$ cat src/rtl/ace_pipe_ctrl.sv
// ace_pipe_ctrl: front-end/rename pipeline controller.
// Generates stage load enables, stage flushes and the backend stall from
// structural hazard inputs, sequences flush recovery (RAT/RFL restore) and
// keeps a saturating count of stalled RUN cycles.
module ace_pipe_ctrl #(
    parameter int unsigned RECOVER_CYCLES = 2,
    parameter int unsigned CNT_W          = 32
) (
    input  logic             clk,
    input  logic             reset,
    input  logic             icache_stall_i,
    input  logic             decode_instbuf_full_i,
    input  logic             decode_instbuf_empty_i,
    input  logic             rename_specrfl_stall_i,
    input  logic             issue_full_i,
    input  logic             retire_flush_i,
    input  logic             perf_clr_i,
    output logic             pipe_stall_o,
    output logic             pipe_load_fetch_o,
    output logic             pipe_load_decode_o,
    output logic             pipe_load_rename_o,
    output logic             flush_fetch_o,
    output logic             flush_decode_o,
    output logic             flush_rename_o,
    output logic             retire_flush_r_o,
    output logic             recover_busy_o,
    output logic [CNT_W-1:0] stall_cnt_o
);

    localparam logic [1:0] ST_INIT    = 2'd0;
    localparam logic [1:0] ST_RUN     = 2'd1;
    localparam logic [1:0] ST_FLUSH   = 2'd2;
    localparam logic [1:0] ST_RECOVER = 2'd3;

    // Recovery counts down to zero, so RECOVER lasts RECOVER_CYCLES cycles.
    localparam logic [3:0] REC_LOAD = 4'(RECOVER_CYCLES - 1);

    logic [1:0]       state_q,   state_d;
    logic [3:0]       rec_cnt_q, rec_cnt_d;
    logic             retire_flush_r_q;
    logic [CNT_W-1:0] stall_cnt_q, stall_cnt_d;
    logic             hazard_stall;

    assign hazard_stall = rename_specrfl_stall_i | issue_full_i;

    // Next-state and recovery counter; a retire flush wins over everything.
    always_comb begin
        state_d   = state_q;
        rec_cnt_d = rec_cnt_q;
        case (state_q)
            ST_INIT:    state_d = ST_RUN;
            ST_RUN:     state_d = ST_RUN;
            ST_FLUSH: begin
                state_d   = ST_RECOVER;
                rec_cnt_d = REC_LOAD;
            end
            ST_RECOVER: begin
                if (rec_cnt_q == 4'd0) begin
                    state_d = ST_RUN;
                end else begin
                    rec_cnt_d = rec_cnt_q - 4'd1;
                end
            end
            default:    state_d = ST_INIT;
        endcase
        if (retire_flush_i) begin
            state_d = ST_FLUSH;
        end
    end

    // Stage controls: only RUN lets the pipe move; INIT and FLUSH flush all stages.
    always_comb begin
        pipe_stall_o       = 1'b1;
        pipe_load_fetch_o  = 1'b0;
        pipe_load_decode_o = 1'b0;
        pipe_load_rename_o = 1'b0;
        flush_fetch_o      = 1'b0;
        flush_decode_o     = 1'b0;
        flush_rename_o     = 1'b0;
        recover_busy_o     = 1'b1;
        case (state_q)
            ST_RUN: begin
                pipe_stall_o       = hazard_stall;
                pipe_load_rename_o = !hazard_stall && !decode_instbuf_empty_i;
                pipe_load_decode_o = !decode_instbuf_full_i;
                pipe_load_fetch_o  = !icache_stall_i && !decode_instbuf_full_i;
                recover_busy_o     = 1'b0;
            end
            ST_INIT, ST_FLUSH: begin
                flush_fetch_o  = 1'b1;
                flush_decode_o = 1'b1;
                flush_rename_o = 1'b1;
            end
            default: begin
                flush_fetch_o  = 1'b0;
                flush_decode_o = 1'b0;
                flush_rename_o = 1'b0;
            end
        endcase
    end

    // Stall counter: clear has priority, increment saturates at all-ones.
    always_comb begin
        stall_cnt_d = stall_cnt_q;
        if (perf_clr_i) begin
            stall_cnt_d = '0;
        end else if ((state_q == ST_RUN) && hazard_stall && (stall_cnt_q != '1)) begin
            stall_cnt_d = stall_cnt_q + CNT_W'(1);
        end
    end

    // State registers with synchronous reset overriding flush and clear.
    always_ff @(posedge clk) begin
        if (reset) begin
            state_q          <= ST_INIT;
            rec_cnt_q        <= '0;
            retire_flush_r_q <= 1'b0;
            stall_cnt_q      <= '0;
        end else begin
            state_q          <= state_d;
            rec_cnt_q        <= rec_cnt_d;
            retire_flush_r_q <= retire_flush_i;
            stall_cnt_q      <= stall_cnt_d;
        end
    end

    assign retire_flush_r_o = retire_flush_r_q;
    assign stall_cnt_o      = stall_cnt_q;

endmodule

$ cat config.mk
export PLATFORM = sky130hd
export DESIGN_NAME = ace_pipe_ctrl
export DESIGN_NICKNAME = d
export VERILOG_FILES = /design/src/rtl/ace_pipe_ctrl.sv
export SDC_FILE = /design/constraint.sdc
export NUM_CORES = 1
export LEC_CHECK = 0
export ABC_AREA = 1
export CAP_MARGIN = 15
export CORE_MARGIN = 3
export CORE_UTILIZATION = 50
export DETAILED_ROUTE_END_ITERATION = 7
export GPL_ROUTABILITY_DRIVEN = 1
export HOLD_SLACK_MARGIN = 0.15
export PLACE_DENSITY = 0.79
export SLEW_MARGIN = 20
export SYNTH_ARGS = -nofsm -noshare
export SYNTH_HDL_FRONTEND = slang
export SYNTH_SLANG_ARGS = --single-unit
$ cat constraint.sdc
create_clock -name clk -period 4.97 [get_ports clk]
set_clock_uncertainty 0.15 [all_clocks]
set_input_delay 0.994 -clock clk [delete_from_list [all_inputs] [get_ports clk]]
set_output_delay 0.994 -clock clk [all_outputs]
set_load 0.03 [all_outputs]
# Yosys cells after proc, flatten, opt, wreduce, memory -nomap -nowiden
# Index checks and enable logic that the tools add are counted.
[classes] bitwise_logic=1 n_reduce_logical=16 add_sub_neg=2 eq_ne=7 muxes=11
[ops] cell="$add A32 B1 Y32 const B" n=1
[ops] cell="$ne A32 B32 Y1 const B" n=1
[ops] cell="$pmux W4 S2" n=1
[ops] cell="$reduce_or A2 Y1" n=4
[ops] cell="$mux W1" n=6
[ops] cell="$pmux W2 S3" n=1
[ops] cell="$eq A2 B2 Y1 const B" n=2
[ops] cell="$logic_and A1 B1 Y1" n=4
[ops] cell="$logic_not A1 Y1" n=4
[ops] cell="$logic_not A4 Y1" n=1
[ops] cell="$mux W2" n=2
[ops] cell="$mux W4" n=1
[ops] cell="$ne A2 B2 Y1 const B" n=2
[ops] cell="$sub A4 B1 Y4 const B" n=1
[ops] cell="$ne A3 B3 Y1 const B" n=1
[ops] cell="$eq A2 B1 Y1 const B" n=1
[ops] cell="$logic_not A2 Y1" n=1
[ops] cell="$reduce_and A2 Y1" n=1
[ops] cell="$reduce_bool A2 Y1" n=1
[ops] cell="$or A1 B1 Y1" n=1
[totals] inputBits=9 ff_bits=39 out_inout_bits=41

# Depth between registers and ports, before layout
# Gate-level depths: netlist of the first run.
[depth] ltp_word=4 ltp_mapped=11 mapped_depth_nobuf=10

# Least setup slack after synthesis of the first run
# Ideal clock, no wire load.
[synth_path] kind="input to output" start="input issue_full_i" end="output pipe_load_rename_o" arrival_time_ps=1927 slack_ps=1899 t_required_ps=3826 cell_stages=3 cell_sequence="nor2_1 -> nand2_1 -> nor2_1"
[synth_between] elab_chain_cells=4
[synth_lines] item="start: declaration" line_no="15" rtl="input logic issue_full_i,"
[synth_lines] item="$or A1 B1 Y1" line_no="44" rtl="assign hazard_stall = rename_specrfl_stall_i | issue_full_i;"
[synth_lines] item="$logic_not A1 Y1" line_no="84" rtl="pipe_load_rename_o = !hazard_stall && !decode_instbuf_empty_i;"
[synth_lines] item="$logic_and A1 B1 Y1" line_no="84"
[synth_lines] item="$mux W1" line_no="81" rtl="case (state_q)"
[synth_lines] item="end: declaration" line_no="21" rtl="output logic pipe_load_rename_o,"
# Every way passes these cells.

# Worst setup path in the final report of the first run
# Ends and elaborated chain as after synthesis.

==> results of run 1 <==
## critical path: stages
cell	delay, ns
clkdlybuf4s50_1	0.42
nor2_1	0.23
nand2_1	0.11
nor2_1	0.09
clkdlybuf4s50_1	0.67
## where the power goes
group	switching, mW	internal (mW)
sequential	0.00155	0.315
combinational	0.0286	0.0189
clock	0.108	0.109
## Yosys cell counts (2+ instances only)
cell	count	area (sq um)
a31oi_1	4	25.0
nor2_1	89	334
xor2_1	2	17.5
nand4_1	5	31.3
or2_2	2	12.5
o21ai_0	2	10.0
and2_1	2	12.5
nor2_4	3	33.8
nor2_2	3	18.8
nand3b_1	2	15.0
inv_1	37	139
a21oi_1	24	120
buf_4	2	15.0
clkbuf_1	4	15.0
nand3_1	36	180
buf_2	4	20.0
nand2_1	101	379
dfxtp_1	39	781
nor3_1	7	35.0
nand2_2	2	12.5
ha_1	2	25.0
## per-layer routing
layer  vias up  GRT usage, %  share of wire (%)
met2        92          36.5                 44
met4         0          6.44                1.1
li1       1287             -                  -
met3         9          4.92                7.1
met1      1121          32.7                 47
met5         -             0                  0
## cell type report
cell class / instances / area share, %
clock buffers: 6 / 2.87
clock inverters: 1 / 0.174
inverters: 37 / 4.83
multi-input cells: 291 / 45.5
flip-flops and latches: 39 / 27.2
well taps: 50 / 2.18
repair buffers: 50 / 17.3
## flip-flops by register name (all words and copies together), names as in the netlist
register	flops
state_q	2
retire_flush_r_o	1
rec_cnt_q	4
stall_cnt_o	32
## through the flow
step | std cells | hold WS, ns | utilization, %
floorplan | 378 | 0.295 | -
global route | 474 | 0.363 | 68.4
CTS | 474 | 0.324 | 68.3
finish | 474 | 0.325 | 68.4
detailed placement | 467 | 0.314 | 66.3
global placement | 467 | 0.305 | 66.3
## how the worst max path moves through the flow
stage | slack (ns) | to
floorplan | 1.90 | pipe_load_rename_o
global placement | 1.34 | pipe_load_rename_o
detailed placement | 1.30 | pipe_load_rename_o
CTS | 1.29 | pipe_load_rename_o
global route | 1.20 | pipe_load_rename_o
finish | 1.30 | pipe_load_rename_o
## placed cells by master (no fill, tap or decap), drive strengths merged
cell / n
nand2: 104
nor2: 95
clkdlybuf4s50: 49
dfxtp: 39
inv: 37
nand3: 36
a21oi: 24
nor3: 7
clkbuf: 6
nand4: 5
a31oi: 4
o21ai: 3
and2: 2
nand3b: 2
xor2: 2
or2: 2
ha: 2
a2bb2oi: 1
xnor2: 1
a211oi: 1
clkinv: 1
buf: 1
## cell families after synthesis
group	synth area share, %
and+or+nand+nor	47.1
AOI/OAI and AO/OA	7.72
adders and majority gates	1.10
xor gates and xnor gates	1.15
DFF	34.2
buffers and inverters	8.76
==> impl_metrics.json, run 1 <==
{
  "cts_hold_buf": 0,
  "startpoint_type": "primary input",
  "post-route-min-period_ns": 3.67,
  "setup-tns-final_ns": 0,
  "dpl_cell_area_sq_um": 2780,
  "htreeDepth": 2,
  "hpwlAfterDp_microns": 4510,
  "areaGrowthSynthToFinish_pct": 25.8,
  "cts_buffers": 5,
  "nFillCells": 412,
  "coreArea_sq_um": 4200,
  "cts-root-buf": "clkbuf_8",
  "ys_async_sr_fraction_pct": 0,
  "avgSynthCellArea_sq_um": 6.04,
  "numClockSinks": 39,
  "preCtsSetupSlack_ns": 1.30,
  "postRouteAntennaNets": 0,
  "dieWidth_microns": 73.6,
  "cts_resized": 0,
  "multiInputGateArea_sq_um": 1310,
  "tightest_slew_ns": 0.983,
  "r2r_setup_slack_ns": 2.40,
  "route.detailed.drc": 0,
  "holdPathEnd": "rec_cnt_q[1]$_SDFFE_PP0P_",
  "r2r_end": "stall_cnt_o[29]$_SDFFE_PP0P_",
  "drive_gt1_share_pct": 4.72,
  "cp_max_fo": 2,
  "yosysWarnings": 0,
  "fmax_mhz": 273,
  "clkTransAtPathRegs_ns": 0.07,
  "start_util_pct": 54.4,
  "routabilityCongestion": 0.956,
  "design_area_sq_um": 2870,
  "crit_required_ns": 3.83,
  "hold_depth": 2,
  "ioPinCount": 50,
  "dieArea_sq_um": 5420,
  "yosysSeqAreaShare_pct": 34.2,
  "grt_pass1_wl_microns": 9980,
  "crit_arrival_ns": 2.53,
  "hp-class": "reg2reg",
  "grt_pass1_vias": 2250,
  "end_kind": "output pin",
  "seq_area_sq_um": 781,
  "synth_cell_types": 27,
  "slew_viol_final": 0,
  "drtIter0Drc": 159,
  "hp-start": "rec_cnt_q[1]$_SDFFE_PP0P_",
  "worstSetupPathType": "in2out",
  "slew_headroom_pct": 34.3,
  "rows": 23,
  "grt_setup_unrepaired": "false",
  "min_period_over_period_pct": 73.8,
  "wl_per_cell_microns": 12.6,
  "startpoint": "issue_full_i",
  "antenna_found_initial": 0,
  "ys_dominant_reg_cell": "dfxtp_1",
  "num_vias": 2509,
  "power.leakage_nw": 1.00,
  "clkLatencyLatePin_ns": 0.29,
  "finalPower_uw": 581,
  "grt_max_degree": 31,
  "finalNetCount": 435,
  "syn_inst": 378,
  "overflow": 0,
  "clock_path_buffers": 2,
  "synth_seq_cells": 39,
  "p_per_area_nw_per_um2": 202,
  "setup-violations-final": 0,
  "synthesis.nets": 389,
  "hold_violations": 0,
  "outcome": "finished, final reports clean",
  "avgViaCountPerCell": 5.29,
  "syn_area_sq_um": 2280,
  "cts_tree": "done",
  "postCtsSetupRepairBufs": 0,
  "totalWireLength_microns": 5950,
  "io_buffers": 49,
  "ff2ff_path_depth": 10,
  "grt_util_all_layers_pct": 23.5,
  "drtPass1Iterations": 5,
  "synth_edf_count": 0,
  "max-vdd-ir-drop_v": 0.000197,
  "drv_cap": 0,
  "antenna_cells": 0,
  "reg2reg_from": "stall_cnt_o[1]$_SDFFE_PP0P_",
  "setup_ws_ns": 1.30,
  "die_y_microns": 73.6
}
Note: power is estimated with default switching activity, not from simulation.
==> inputs of run 2 (changes only) <==
--- a/config.mk
+++ b/config.mk
@@ -8,11 +8,11 @@
 export ABC_AREA = 1
 export CAP_MARGIN = 15
 export CORE_MARGIN = 3
-export CORE_UTILIZATION = 50
+export CORE_UTILIZATION = 46
 export DETAILED_ROUTE_END_ITERATION = 7
 export GPL_ROUTABILITY_DRIVEN = 1
 export HOLD_SLACK_MARGIN = 0.15
-export PLACE_DENSITY = 0.79
+export PLACE_DENSITY = 0.77
 export SLEW_MARGIN = 20
 export SYNTH_ARGS = -nofsm -noshare
 export SYNTH_HDL_FRONTEND = slang
==> constraint.sdc (replaced) <==
create_clock -name clk -period 3.2 [get_ports clk]
set_clock_uncertainty 0.15 [all_clocks]
set_input_delay 0.64 -clock clk [delete_from_list [all_inputs] [get_ports clk]]
set_output_delay 0.64 -clock clk [all_outputs]
set_load 0.03 [all_outputs]
==> impl_metrics.json, run 2 (synthesis results as in run 1) <==
{
  "startpoint_type": "primary input",
  "slew_headroom_pct": 46.9,
  "htreeDepth": 2,
  "design_area_sq_um": 2920,
  "p_per_area_nw_per_um2": 322,
  "multiInputGateArea_sq_um": 1300,
  "io_buffers": 49,
  "reg2reg_from": "stall_cnt_o[0]$_SDFFE_PP0P_",
  "antenna_cells": 0,
  "route.detailed.drc": 0,
  "cts_tree": "done",
  "ioPinCount": 50,
  "tightest_slew_ns": 0.794,
  "worstSetupPathType": "in2out",
  "largest_reg_flops": 32,
  "fmax_mhz": 338,
  "postCtsSetupRepairBufs": 0,
  "holdWs_ns": 0.315,
  "drtIter0Drc": 238,
  "drv_cap": 0,
  "die_y_microns": 76.5,
  "clkLatencyLatePin_ns": 0.30,
  "coreArea_sq_um": 4750,
  "dpl_cell_area_sq_um": 2820,
  "layout_commonest_cell": "nand2_1",
  "totalWireLength_microns": 5940,
  "cp_max_fo": 2,
  "crit_chain": "clkdlybuf4s50_1 > nor2_1 > nand2_1 > nor2_1 > clkdlybuf4s50_1",
  "overflow": 0,
  "path_delay_family": "buffers and inverters",
  "slew_viol_final": 0,
  "crit_required_ns": 2.41,
  "path_buf_inv": 2,
  "min_period_over_period_pct": 92.6,
  "ff2ff_path_depth": 8,
  "max_stage_delay_ns": 0.67,
  "r2r_end": "stall_cnt_o[26]$_SDFFE_PP0P_",
  "avgViaCountPerCell": 5.01,
  "grt_util_all_layers_pct": 21.2,
  "post-route-min-period_ns": 2.96,
  "grt_pass1_vias": 2243,
  "cts_buffers": 5,
  "grt_pass1_wl_microns": 10300,
  "antenna_found_initial": 0,
  "postRouteAntennaNets": 0,
  "cts-root-buf": "clkbuf_8",
  "outcome": "finished, final reports clean",
  "hpwlAfterDp_microns": 4530,
  "drive_gt1_share_pct": 5.15,
  "hp-start": "rec_cnt_q[1]$_SDFFE_PP0P_",
  "grt_max_degree": 29,
  "seq_area_sq_um": 781,
  "clkTransAtPathRegs_ns": 0.08,
  "power.leakage_nw": 1.02,
  "nFillCells": 472,
  "end_kind": "output pin",
  "wl_per_cell_microns": 12.0,
  "numClockSinks": 39,
  "max-vdd-ir-drop_v": 0.000179,
  "finalPower_uw": 942,
  "routabilityCongestion": 0.946,
  "setup-tns-final_ns": 0,
  "fin_cells": 494,
  "r2r_setup_slack_ns": 0.85,
  "placed_cells": 486,
  "setup-violations-final": 0,
  "hold_violations": 0,
  "crit_arrival_ns": 2.17,
  "dieWidth_microns": 76.5,
  "clock_path_buffers": 2,
  "cp_slowest_cell": "clkdlybuf4s50_1",
  "cts_hold_buf": 0,
  "cts_resized": 0,
  "num_vias": 2475,
  "dieArea_sq_um": 5850,
  "holdPathEnd": "rec_cnt_q[1]$_SDFFE_PP0P_",
  "finalNetCount": 437,
  "drtPass1Iterations": 5,
  "most-common-layout-cells": "nand2_1, nor2_1, clkdlybuf4s50_1",
  "hp-class": "reg2reg",
  "hold_depth": 2,
  "rows": 25,
  "grt_setup_unrepaired": "false",
  "start_util_pct": 48.1,
  "areaGrowthSynthToFinish_pct": 28.0
}
[run 2: layout make-up]
class,instances,area share [%]
sequential,39,26.7
tap,67,2.87
multi-input combinational,291,44.6
timing repair buffer,52,17.5
clock inverter,1,0.257
inverter,37,4.75
clock buffer,7,3.29
[run 2: worst max-delay path by stage]
stage	from	slack [ns]	cells after the start	endpoint
finish	issue_full_i	0.24	5	pipe_load_rename_o
global route	issue_full_i	0.08	5	pipe_load_rename_o
CTS	issue_full_i	0.22	5	pipe_load_rename_o
detailed placement	issue_full_i	0.21	5	pipe_load_rename_o
global placement	issue_full_i	0.28	5	pipe_load_rename_o
floorplan	issue_full_i	0.84	3	pipe_load_rename_o
[run 2: power by group]
part	switching, mW	internal [mW]	total (mW)
Clock	0.179	0.196	0.375
Sequential	0.00265	0.489	0.492
Combinational	0.0446	0.0299	0.0745
[run 2: tightest hold or removal path, cell delays in order (launching register included)]
cell	delay, ns
dfxtp_1	0.31
nand2_1	0.06
a21oi_1	0.05
[run 2: metal layers]
metal  GRT usage (%)  up-vias  share of wire (%)
li1                -     1296                  -
met1            27.8     1078                 46
met5               0        -                  0
met4            7.25        0                2.3
met2            34.1       87                 45
met3            5.08       14                6.9
[run 2: stage by stage]
| step | util (%) | setup slack (ns) |
|---|---|---|
| after floorplan | - | 0.837 |
| after global placement | 59.3 | 0.278 |
| after detailed placement | 59.3 | 0.211 |
| after CTS | 61.5 | 0.215 |
| after global routing | 61.5 | 0.0831 |
| final | 61.5 | 0.237 |
